File: config.mk
export PLATFORM = sky130hd
export DESIGN_NAME = pr_loopback_tester_flat
export DESIGN_NICKNAME = d
export VERILOG_FILES = /design/src/rtl/pr_loopback_tester_if.sv /design/src/rtl/pr_loopback_tester.sv /design/src/flat_wrapper.sv
export SDC_FILE = /design/constraint.sdc
export NUM_CORES = 1
export LEC_CHECK = 0
export ABC_CLOCK_PERIOD_IN_PS = 2400
export CORE_UTILIZATION = 48
export DETAILED_ROUTE_END_ITERATION = 6
export GPL_TIMING_DRIVEN = 0
export MAX_ROUTING_LAYER = met4
export PLACE_DENSITY = 0.75
export SLEW_MARGIN = 10
export SYNTH_ARGS = -nofsm -noshare
export SYNTH_HDL_FRONTEND = slang
export SYNTH_SLANG_ARGS = --single-unit
File: constraint.sdc
create_clock -name clock -period 2.4 [get_ports clock]
set_clock_uncertainty 0.15 [all_clocks]
set_input_delay 0.72 -clock clock [delete_from_list [all_inputs] [get_ports clock]]
set_output_delay 0.72 -clock clock [all_outputs]
set_load 0.01 [all_outputs]
File: src/rtl/pr_loopback_tester_if.sv
// Bus between the static-side tester and one pr_loopback reconfigurable partition.
//   rp_in    : pattern word driven into the partition (tester -> RP)
//   rp_out   : partition output word (RP -> tester)
//   decouple : high while the partition is being reprogrammed (static side -> both)
interface pr_loopback_tester_if #(
  parameter int unsigned DATA_W = 32
);
  logic [DATA_W-1:0] rp_in;
  logic [DATA_W-1:0] rp_out;
  logic              decouple;

  modport master (output rp_in, input rp_out, input decouple);
  modport slave  (input rp_in, output rp_out, input decouple);
endinterface

File: src/rtl/pr_loopback_tester.sv
// Static-side initiator for one pr_loopback reconfigurable partition.
// Drives a 32-bit Galois LFSR pattern into the RP and checks the RP output
// against the same word delayed by LB_LATENCY, counting passes and errors.
// Ports:
//   clock, reset_n : sys_clk and synchronous active-low reset
//   start, stop    : control pulses (stop wins when both are high)
//   rp             : RP bus (rp_in registered out, rp_out and decouple in)
//   busy, fail     : state != IDLE; sticky mismatch flag
//   pass_cnt       : matched words, saturating
//   err_cnt        : mismatched words, saturating
//   state          : 0 IDLE, 1 RUN, 2 HOLD, 3 FAIL
//   err_exp/err_act: first-mismatch capture, only when PR_LB_ERR_CAPTURE_EN is defined
module pr_loopback_tester #(
  parameter int unsigned          DATA_W     = 32,
  parameter int unsigned          LB_LATENCY = 1,
  parameter logic [31:0]          LFSR_SEED  = 32'h0000_0001,
  parameter int unsigned          ERR_CNT_W  = 16,
  parameter logic [ERR_CNT_W-1:0] ERR_LIMIT  = 16'd16
) (
  input  logic                 clock,
  input  logic                 reset_n,
  input  logic                 start,
  input  logic                 stop,
  pr_loopback_tester_if.master rp,
  output logic                 busy,
  output logic                 fail,
  output logic [31:0]          pass_cnt,
  output logic [ERR_CNT_W-1:0] err_cnt,
  output logic [1:0]           state
`ifdef PR_LB_ERR_CAPTURE_EN
  ,
  output logic [DATA_W-1:0]    err_exp,
  output logic [DATA_W-1:0]    err_act
`endif
);

  localparam logic [31:0] LFSR_MASK = 32'h8020_0003;

  typedef enum logic [1:0] {
    ST_IDLE = 2'd0,
    ST_RUN  = 2'd1,
    ST_HOLD = 2'd2,
    ST_FAIL = 2'd3
  } state_t;

  state_t                           st_q;
  logic [31:0]                      lfsr_q;
  logic [31:0]                      lfsr_nxt;
  // Stage 0 mirrors the word currently on rp_in; stage LB_LATENCY is due for compare.
  logic [LB_LATENCY:0][DATA_W-1:0]  exp_q;
  logic [LB_LATENCY:0]              vld_q;
  logic                             cmp_match;
  logic                             err_sat;
  logic                             lim_hit;

  assign lfsr_nxt  = {1'b0, lfsr_q[31:1]} ^ (lfsr_q[0] ? LFSR_MASK : 32'h0);
  assign cmp_match = (exp_q[LB_LATENCY] == rp.rp_out);
  assign err_sat   = (err_cnt == {ERR_CNT_W{1'b1}});
  assign lim_hit   = (ERR_LIMIT != '0) && (ERR_CNT_W'(err_cnt + ERR_CNT_W'(1)) == ERR_LIMIT);
  assign state     = st_q;

  // State, pattern generation, compare pipeline and counters.
  always_ff @(posedge clock) begin
    if (!reset_n) begin
      st_q     <= ST_IDLE;
      busy     <= 1'b0;
      fail     <= 1'b0;
      pass_cnt <= '0;
      err_cnt  <= '0;
      rp.rp_in <= '0;
      lfsr_q   <= LFSR_SEED;
      exp_q    <= '0;
      vld_q    <= '0;
`ifdef PR_LB_ERR_CAPTURE_EN
      err_exp  <= '0;
      err_act  <= '0;
`endif
    end else begin
      case (st_q)
        ST_IDLE: begin
          rp.rp_in <= '0;
          vld_q    <= '0;
          if (start && !stop) begin
            st_q     <= ST_RUN;
            busy     <= 1'b1;
            lfsr_q   <= LFSR_SEED;
            fail     <= 1'b0;
            pass_cnt <= '0;
            err_cnt  <= '0;
`ifdef PR_LB_ERR_CAPTURE_EN
            err_exp  <= '0;
            err_act  <= '0;
`endif
          end
        end

        ST_RUN, ST_HOLD: begin
          if (stop) begin
            st_q     <= ST_IDLE;
            busy     <= 1'b0;
            rp.rp_in <= '0;
            vld_q    <= '0;
          end else if (start) begin
            st_q     <= ST_RUN;
            busy     <= 1'b1;
            rp.rp_in <= '0;
            vld_q    <= '0;
            lfsr_q   <= LFSR_SEED;
            fail     <= 1'b0;
            pass_cnt <= '0;
            err_cnt  <= '0;
`ifdef PR_LB_ERR_CAPTURE_EN
            err_exp  <= '0;
            err_act  <= '0;
`endif
          end else if (rp.decouple) begin
            // Anything in flight is lost; warm-up restarts after release.
            st_q     <= ST_HOLD;
            rp.rp_in <= '0;
            vld_q    <= '0;
          end else if (st_q == ST_HOLD) begin
            // Released: rp_in stays 0 this cycle, pattern resumes next cycle.
            st_q     <= ST_RUN;
            rp.rp_in <= '0;
            vld_q    <= '0;
          end else begin
            rp.rp_in <= DATA_W'(lfsr_q);
            lfsr_q   <= lfsr_nxt;
            exp_q    <= {exp_q[LB_LATENCY-1:0], DATA_W'(lfsr_q)};
            vld_q    <= {vld_q[LB_LATENCY-1:0], 1'b1};
            if (vld_q[LB_LATENCY]) begin
              if (cmp_match) begin
                if (pass_cnt != 32'hFFFF_FFFF) pass_cnt <= pass_cnt + 32'd1;
              end else begin
                fail <= 1'b1;
                if (!err_sat) err_cnt <= err_cnt + ERR_CNT_W'(1);
`ifdef PR_LB_ERR_CAPTURE_EN
                if (!fail) begin
                  err_exp <= exp_q[LB_LATENCY];
                  err_act <= rp.rp_out;
                end
`endif
                if (lim_hit) begin
                  st_q     <= ST_FAIL;
                  rp.rp_in <= '0;
                  vld_q    <= '0;
                end
              end
            end
          end
        end

        ST_FAIL: begin
          rp.rp_in <= '0;
          vld_q    <= '0;
          if (start && !stop) begin
            st_q     <= ST_RUN;
            busy     <= 1'b1;
            lfsr_q   <= LFSR_SEED;
            fail     <= 1'b0;
            pass_cnt <= '0;
            err_cnt  <= '0;
`ifdef PR_LB_ERR_CAPTURE_EN
            err_exp  <= '0;
            err_act  <= '0;
`endif
          end
        end

        default: begin
          st_q <= ST_IDLE;
          busy <= 1'b0;
        end
      endcase
    end
  end

endmodule
File: src/flat_wrapper.sv
// flat-port wrapper written by rule: the top's interface ports become plain ports
module pr_loopback_tester_flat 
#(
  parameter int unsigned          DATA_W     = 32,
  parameter int unsigned          LB_LATENCY = 1,
  parameter logic [31:0]          LFSR_SEED  = 32'h0000_0001,
  parameter int unsigned          ERR_CNT_W  = 16,
  parameter logic [ERR_CNT_W-1:0] ERR_LIMIT  = 16'd16
)
  (clock, reset_n, start, stop, busy, fail, pass_cnt, err_cnt, state, rp_rp_in, rp_rp_out, rp_decouple);
  pr_loopback_tester_if #(.DATA_W(DATA_W)) rp_i ();
  input  logic clock;
  input  logic reset_n;
  input  logic start;
  input  logic stop;
  output logic busy;
  output logic fail;
  output logic [31:0] pass_cnt;
  output logic [ERR_CNT_W-1:0] err_cnt;
  output logic [1:0] state;
  output wire logic [$bits(rp_i.rp_in)-1:0] rp_rp_in;
  input wire logic [$bits(rp_i.rp_out)-1:0] rp_rp_out;
  input wire logic [$bits(rp_i.decouple)-1:0] rp_decouple;
  assign rp_rp_in = rp_i.rp_in;
  assign rp_i.rp_out = rp_rp_out;
  assign rp_i.decouple = rp_decouple;
  pr_loopback_tester #(.DATA_W(DATA_W), .LB_LATENCY(LB_LATENCY), .LFSR_SEED(LFSR_SEED), .ERR_CNT_W(ERR_CNT_W), .ERR_LIMIT(ERR_LIMIT)) u_core (.clock(clock), .reset_n(reset_n), .start(start), .stop(stop), .rp(rp_i), .busy(busy), .fail(fail), .pass_cnt(pass_cnt), .err_cnt(err_cnt), .state(state));
endmodule
* Yosys cells after proc, flatten, opt, wreduce, memory -nomap -nowiden *
Index checks and enable logic that the tools add are counted.

storage, ports and cells
  latch bits = 0
  register bits = 182
  memory bits (writable) = 0
  bits in read-only memories = 0
  memories kept = 0

operators by class
  $add $sub $neg = 2
  shift operators = 0
  multiply operators = 0
  reductions and logical operators = 12
  order comparisons = 0
  muxes and demuxes = 62
  div/mod/pow operators = 0
  bitwise operators = 5
  equal/unequal tests = 20

operators by type and width
  cell                   count
  $mux 32                21
  $pmux 32 s2            3
  $mux 16                8
  $add 32x1->32 const B  1
  $eq 32x32->1           1
  $ne 32x32->1 const B   1
  $pmux 16 s2            1
  $xor 31x32->32         1
  $mux 2                 15
  $add 16x1->16 const B  1
  $eq 16x16->1 const B   1
  $eq 16x5->1 const B    1
  $ne 3x3->1 const B     5
  $reduce_and 7->1       2
  $ne 6x4->1 const B     2
  $mux 1                 10
  $ne 3x2->1 const B     3
  $pmux 2 s2             2
  $reduce_and 4->1       2
  $ne 6x6->1 const B     1
  $reduce_and 6->1       1
  $reduce_and 5->1       1
  $eq 2x2->1 const B     2
  $not 1->1              4
  other kinds (9)        11

* Longest topological paths before layout *
Gate-level depths: netlist of run 1.

  depth after elaboration = 10
  depth in mapped cells = 10
  mapped depth without buffers = 9

* Least setup slack after synthesis of run 1 *
Ideal clock, no wire load.

  path kind = reg-to-reg
  from = register u_core.st_q[0] (netlist: u_core.state[0])
  to = register u_core.pass_cnt[25]
  clock period less this slack = 2.556 ns
  required time = 2.180 ns
  stages on the path, launching flop included = 11
  setup time = 0.070 ns
  arrival = 2.336 ns
  slack = -0.156 ns
  buffers on the path = 1
  cells stage by stage = dfxtp_1 inv_1 ha_1 nor3_1 o211ai_1 nor2_1 nand4_2 a211oi_4 buf_6 nand4_1 a21oi_1

between the ends
  longest elaborated chain between the ends = 4
  elaborated cells between the ends (all ways) = 15
  those cells by class = eq/ne (10); mux (1); reduce/logical (4)

RTL lines
  what                                          RTL line                   RTL
  start, declared                               pr_loopback_tester.sv:46   state_t st_q;
  start signal, assigned                        pr_loopback_tester.sv:65   st_q <= ST_IDLE;
  start signal, assigned                        pr_loopback_tester.sv:84   st_q <= ST_RUN;
  start signal, assigned                        pr_loopback_tester.sv:99   st_q <= ST_IDLE;
  $eq 2x1->1 (tied with other cells)            pr_loopback_tester.sv:79   case (st_q)
  $reduce_or 2->1, on equally long branches     -
  $ne 3x2->1 (no line) (tied with other cells)  -
  $reduce_and 7->1 (no line)                    -
  end signal, assigned                          pr_loopback_tester.sv:133  if (pass_cnt != 32'hFFFF_FFFF) pass_cnt <= pass_cnt + 32'd1;
  end, declared                                 pr_loopback_tester.sv:27   output logic [31:0] pass_cnt,

Several ways; a longest one is shown, not always the timed one.
A chain may end at the register's enable or synchronous reset.

* Final worst setup path of run 1 *
  from = input port rp_rp_out[14]
  to = register u_core.pass_cnt[25]

between the ends
  longest elaborated chain between the ends = 3

RTL lines
  what                        RTL line                  RTL
  start, declared             flat_wrapper.sv:22        input wire logic [$bits(rp_i.rp_out)-1:0] rp_rp_out;
  $eq 32x32->1                pr_loopback_tester.sv:57  assign cmp_match = (exp_q[LB_LATENCY] == rp.rp_out);
  $ne 3x2->1 (no line)        -
  $reduce_and 7->1 (no line)  -

Every way passes these cells.

==> flow_summary.toml, run 1 <==
[clock_network]
numCtsBuffers = 17
clock_sinks = 182
root_buffer = "clkbuf_16"
clockBufferDepth = 2
cts_hold_buffers = 0
clkTransAtPathRegs_ns = 0.07
cts_tree = "done"
htreeDepth = 4
clk_latency_ns = 0.44

[placed_design]
place_congestion = 0.8702
dpl.hpwl_microns = 13860
port_buffers = 118

[grt]
grt_pass1_wl_microns = 31850
antenna_found_initial = 0
overflow = 0
track_usage_pct = 25.86
grt_max_degree = 19
first_global_vias = 6351

[hold_path]
hold_class = "reg -> reg"

[run_status]
outcome = "finished with violations"
violations = "setup timing"

[logic_synthesis]
synth_area_sq_mm = 0.007654
synth.largest_area_cell = "dfxtp_1"
synth_seq_area_share_pct = 47.61
synthFlopType = "dfxtp_1"
netlist_instances = 878
synth_top_area_share_pct = 47.61
synth_seq_cells = 182
synth_top_cells_by_area = "dfxtp_1, a21boi_0, nand2_1, xnor2_1, and2_1"
synth.distinct_cells = 55
synthArstFlopShare_pct = 0
ys.warnings.count = 0
synth-edff-count = 0
synth_fp_nets = 919
syn_area_per_cell_sq_um = 8.717

[final_layout]
multiInputGateArea_sq_mm = 0.004405
final_nets = 1104
nFillCells = 1165
regArea_sq_mm = 0.003697
layout_commonest_cell = "nand2_1"
finish.utilization_pct = 70.37
syn_to_final_growth_pct = 41.33
final_cell_mix = "nand2_1, dfxtp_1, a21boi_0"
drive_above_1_share_pct = 26.67

[setup_path]
worstPathRequired_ns = 2.56
r2r_setup_slack_ns = -0.11
critPathCaptureType = "flop"
critPathMaxFanout = 4
path_class = "in -> reg"
cp-start-kind = "input pin"
worstPathArrival_ns = 2.67

[route]
routed_wl_microns = 21390
via_per_inst = 5.453
drt_iter0_drc = 495
drc = 0
postRouteAntennaNets = 0
drt_pass1_iterations = 4
wire_per_inst_microns = 16.61
dr_total_vias = 7024

[pwr]
vdd_drop_max_v = 0.0005017
clock_power_share_pct = 44.6
power.switching_w = 0.001521
leakage_nw = 3.796
internal_power_w = 0.004526
power_w = 0.006046
powerDensity_mw_per_mm2 = 559.0
power_switching_share_pct = 25.15
p_comb_share_pct = 5.4
seqPwrFrac_pct = 50.0

[die]
die_y_microns = 128.3
core_area_sq_mm = 0.01537
die-area_sq_mm = 0.01645
die_x_microns = 128.3
initial_utilization_pct = 49.79
rows = 45
io_pins = 121

[sta]
hold_viol = 0
relSlewSlack_pct = 56.81
rsz0062_at_grt = "yes"
fmax_ghz = 0.3979
setup_slack_ns = -0.1133
slew_viol_final = 0
period_needed_ns = 2.513
fin_crit_sh_pct = 104.7
worst_pin_slew_ns = 0.6478
setup_viol = 57

[run]
max_cap_violations = 0
synthesized netlist by cell type, types with 3 or more instances:
library cell  instances
nor2_1               38
a31o_2                5
o211ai_1              3
inv_1                12
and2_1               39
a21boi_0             97
nand3b_1              3
a21oi_1              38
or3_1                20
nor3_1                8
dfxtp_1             182
nand3_1              21
clkbuf_1             36
mux2i_1               3
ha_1                  4
nor2b_1               5
and3_1               10
nand4_2               3
nand4_1              26
o21ai_0              40
xnor2_1              42
and4_1                5
a31oi_1               3
buf_2                11
nor4_2                3
nand2_1             185
final timing paths:
check / depth (start not counted) / endpoint / from
max: 11 / u_core.pass_cnt[25] / rp_rp_out[14]
min reg2reg: 1 / u_core.vld_q[1] / u_core.vld_q[0]
max reg2reg: 8 / u_core.rp.rp_in[23] / u_core.err_cnt[7]
min: 1 / u_core.vld_q[1] / u_core.vld_q[0]
layer usage:
layer	wire [microns]	GRT usage (%)
met1	9331	32.03
met2	10570	42.16
met3	1078	5.134
met4	410	8.512
met5	0	-
what timing repair did:
item / 4_1_cts / 5_1_grt
cloned: 2 / 3
setup buffers: 24 / 24
setup endpoints to repair: 178 / 168
pin swaps: 58 / 50
gates resized for setup: 212 / 134
endpoints found under the hold margin: 0 / 0
through the flow:
step,hold WS [ns],setup TNS (ns),instance area (sq um),std cells,worst slack [ns]
2_1_floorplan,0.2557,-2.423,7747,878,-0.1209
3_3_place_gp,0.2611,-143.04,9193,1207,-1.018
3_5_place_dp,0.2693,-150.30,9193,1207,-1.047
4_1_cts,0.2822,-0.02210,10240,1261,-0.02210
5_1_grt,0.3179,-9.963,10810,1287,-0.2075
6_report,0.3097,-4.184,10820,1288,-0.1133
final cells by class:
type,count,share of cell area [%]
Antenna cell,1,0.02313
Buffer,46,2.545
Clock buffer,18,3.968
Timing Repair Buffer,170,14.42
Sequential cell,182,34.18
Tap cell,211,2.441
Inverter,12,0.4164
Multi-Input combinational cell,634,40.73
Clock inverter,14,1.272
cell families after synthesis:
group | synth area share (%)
and+or+nand+nor | 24.65
DFF | 47.60
AOI/OAI and AO/OA | 18.31
adders and majority gates | 0.6539
muxes | 0.3924
buffers and inverters | 3.466
xor gates and xnor gates | 4.921
registers in the layout (all words and copies together) (netlist names):
name,flops
u_core.err_cnt,16
u_core.pass_cnt,32
u_core.fail,1
u_core.rp.rp_in,32
u_core.lfsr_q,32
u_core.exp_q,64
u_core.state,2
u_core.busy,1
u_core.vld_q,2
power groups by stage:
stage | Sequential, W | Combinational [W] | Clock (W)
after floorplan | 0.00310 | 0.000157 | 0
after global placement | 0.00310 | 0.000296 | 0
after detailed placement | 0.00310 | 0.000298 | 0
after CTS | 0.00303 | 0.000308 | 0.00272
after global routing | 0.00302 | 0.000349 | 0.00286
final | 0.00302 | 0.000328 | 0.00270
worst max-delay path, stage by stage:
cell and delay, ns:
clkdlybuf4s15_1 0.22, xnor2_2 0.13, nand4_1 0.15, nor4_4 0.24
buf_6 0.16, buf_12 0.11, nand4_4 0.15, a211oi_4 0.40
buf_6 0.18, a31o_4 0.15, a21oi_2 0.04
Note: power is estimated with default switching activity, not from simulation.
==> inputs of run 2 (changes only) <==
- CORE_UTILIZATION: 48 -> 30
- PLACE_DENSITY: 0.75 -> not set
==> run 2 against run 1 <==
Net effect: the flow still finishes with violations (setup timing); clock power rose by 4%; largest power group unchanged; total power is 2.2% higher; critical path depth rose by 1; non-clock buffer count increased by 1; critical path type unchanged; via count shrank 1.8%; hold slack got worse by 0.00084 ns; worst setup slack worse by 0.0096 ns; die area up 59%.
==> flow_summary.toml, run 2 (synthesis results as in run 1) <==
[setup_path]
cpPeakStageDelay_ns = 0.32
path_buf_inv = 5
cp_common_cell = "buf_6"
cp-start-kind = "input pin"
crit_family = "simple AND/OR/NAND/NOR gates"
critPathCaptureType = "flop"
worstPathArrival_ns = 2.74
crit_chain = "buf_6 -> xnor2_2 -> nand4_1 -> nor4_4 -> buf_4 -> and2_4 -> a41oi_4 -> buf_6 -> buf_12 -> buf_6 -> or3_4 -> a21oi_2"
crit_slowest_cell = "or3_4"
worstPathRequired_ns = 2.62
path_class = "in -> reg"
critPathMaxFanout = 5

[grt]
antenna_found_initial = 0
first_global_vias = 6360
track_usage_pct = 17.27
grt_pass1_wl_microns = 34250
grt_max_degree = 19
overflow = 0

[die]
initial_utilization_pct = 30.48
core_area_sq_mm = 0.02511
io_pins = 121
die-area_sq_mm = 0.02616
rows = 58
die_y_microns = 161.7
die_x_microns = 161.7

[clock_network]
clock_sinks = 182
cts_hold_buffers = 0
numCtsBuffers = 17
clkTransAtPathRegs_ns = 0.08
cts_tree = "done"
htreeDepth = 4
root_buffer = "clkbuf_16"
clockBufferDepth = 2
clk_latency_ns = 0.44

[route]
drt_pass1_iterations = 5
postRouteAntennaNets = 0
dr_total_vias = 6901
wire_per_inst_microns = 15.73
routed_wl_microns = 22150
drt_iter0_drc = 393
via_per_inst = 4.901
drc = 0

[final_layout]
final_nets = 1107
largest_reg_flops = 64
fin_cells = 1408
multiInputGateArea_sq_mm = 0.004309
syn_to_final_growth_pct = 42.77
num_antenna_cells = 0
regArea_sq_mm = 0.003697
finish.utilization_pct = 43.52
drive_above_1_share_pct = 26.35
layout_commonest_cell = "nand2_1"
nFillCells = 2510
final_cell_mix = "nand2_1, dfxtp_1, a21boi_0"
largest-register = "u_core.exp_q"

[pwr]
clock_power_share_pct = 45.5
power.switching_w = 0.001572
powerDensity_mw_per_mm2 = 565.2
power_switching_share_pct = 25.46
internal_power_w = 0.004604
p_comb_share_pct = 5.5
seqPwrFrac_pct = 49.0
leakage_nw = 3.845
vdd_drop_max_v = 0.0003441

[run]
max_cap_violations = 0

[sta]
rsz0062_at_grt = "yes"
setup_viol = 60
relSlewSlack_pct = 53.83
period_needed_ns = 2.523
fmax_ghz = 0.3964
fin_crit_sh_pct = 105.1
hold_slack_ns = 0.3089
setup_slack_ns = -0.1229
final.setup.tns_ns = -3.197
worst_pin_slew_ns = 0.6926
hold_viol = 0
slew_viol_final = 0

[placed_design]
port_buffers = 118
place_congestion = 0.8079
preCtsSetupSlack_ns = -1.186
dpl.hpwl_microns = 15150
place_inst = 1326

[run_status]
violations = "setup timing"
outcome = "finished with violations"

[hold_path]
hold_class = "reg -> reg"
-- run 2: cell types whose count changed in the layout (fill, tap and decap cells not counted), moves of 4 or more --
cell	before	now
dfxtp_4	9	5
dfxtp_1	157	149
dfxtp_2	16	28
o21ai_2	7	2
and2_4	27	21
and2_1	13	19
o21ai_1	1	5
-- run 2: power by group through the flow --
stage	Combinational (W)	Sequential, W	Clock (W)
2_1_floorplan	0.000157	0.00310	0
3_3_place_gp	0.000301	0.00310	0
3_5_place_dp	0.000302	0.00310	0
4_1_cts	0.000314	0.00303	0.00287
5_1_grt	0.000364	0.00303	0.00302
6_report	0.000340	0.00303	0.00281
-- run 2: stage by stage --
stage               instance area [sq um]  power, W
floorplan                            7747  0.003256
global placement                     9341  0.003401
detailed placement                   9341  0.003403
CTS                                 10410  0.006214
global route                        10930  0.006411
finish                              10930  0.006176
-- run 2: path summary, 6_finish.rpt --
kind                                       start             endpoint  slack [ns]  depth (start not counted)
worst min-delay path             u_core.vld_q[0]      u_core.vld_q[1]        0.31                          1
worst max-delay path                rp_rp_out[3]  u_core.pass_cnt[16]       -0.12                         12
worst min register to register   u_core.vld_q[0]      u_core.vld_q[1]        0.31                          1
worst max register to register  u_core.exp_q[37]  u_core.pass_cnt[16]       -0.12                         11
-- run 2: layout make-up --
cell class	count	share of cell area (%)
Clock inverter	12	1.202
Timing Repair Buffer	171	14.66
Tap cell	330	3.779
Sequential cell	182	33.84
Multi-Input combinational cell	636	39.44
Buffer	46	2.531
Inverter	12	0.4122
Clock buffer	19	4.145
-- run 2: timing repair --
item                                    CTS  global route
cloned                                    3             5
setup buffers                            24            28
gates resized for setup                 208           135
pin swaps                                66            58
endpoints found under the setup margin  178           175
-- run 2: metal layers --
layer,share of wire (%),global-route usage (%),up-vias
li1,-,-,3397
met1,48,22.98,3305
met2,47,26.74,173
met3,4.4,2.656,26
met4,1.5,5.660,0
met5,0,-,-
==> inputs of run 3 (changes only) <==
- CORE_UTILIZATION: 30 -> 48
- PLACE_DENSITY: not set -> 0.75
==> results of run 3 <==
Same layout as run 1: the final DEF is identical, and so are final timing and power.
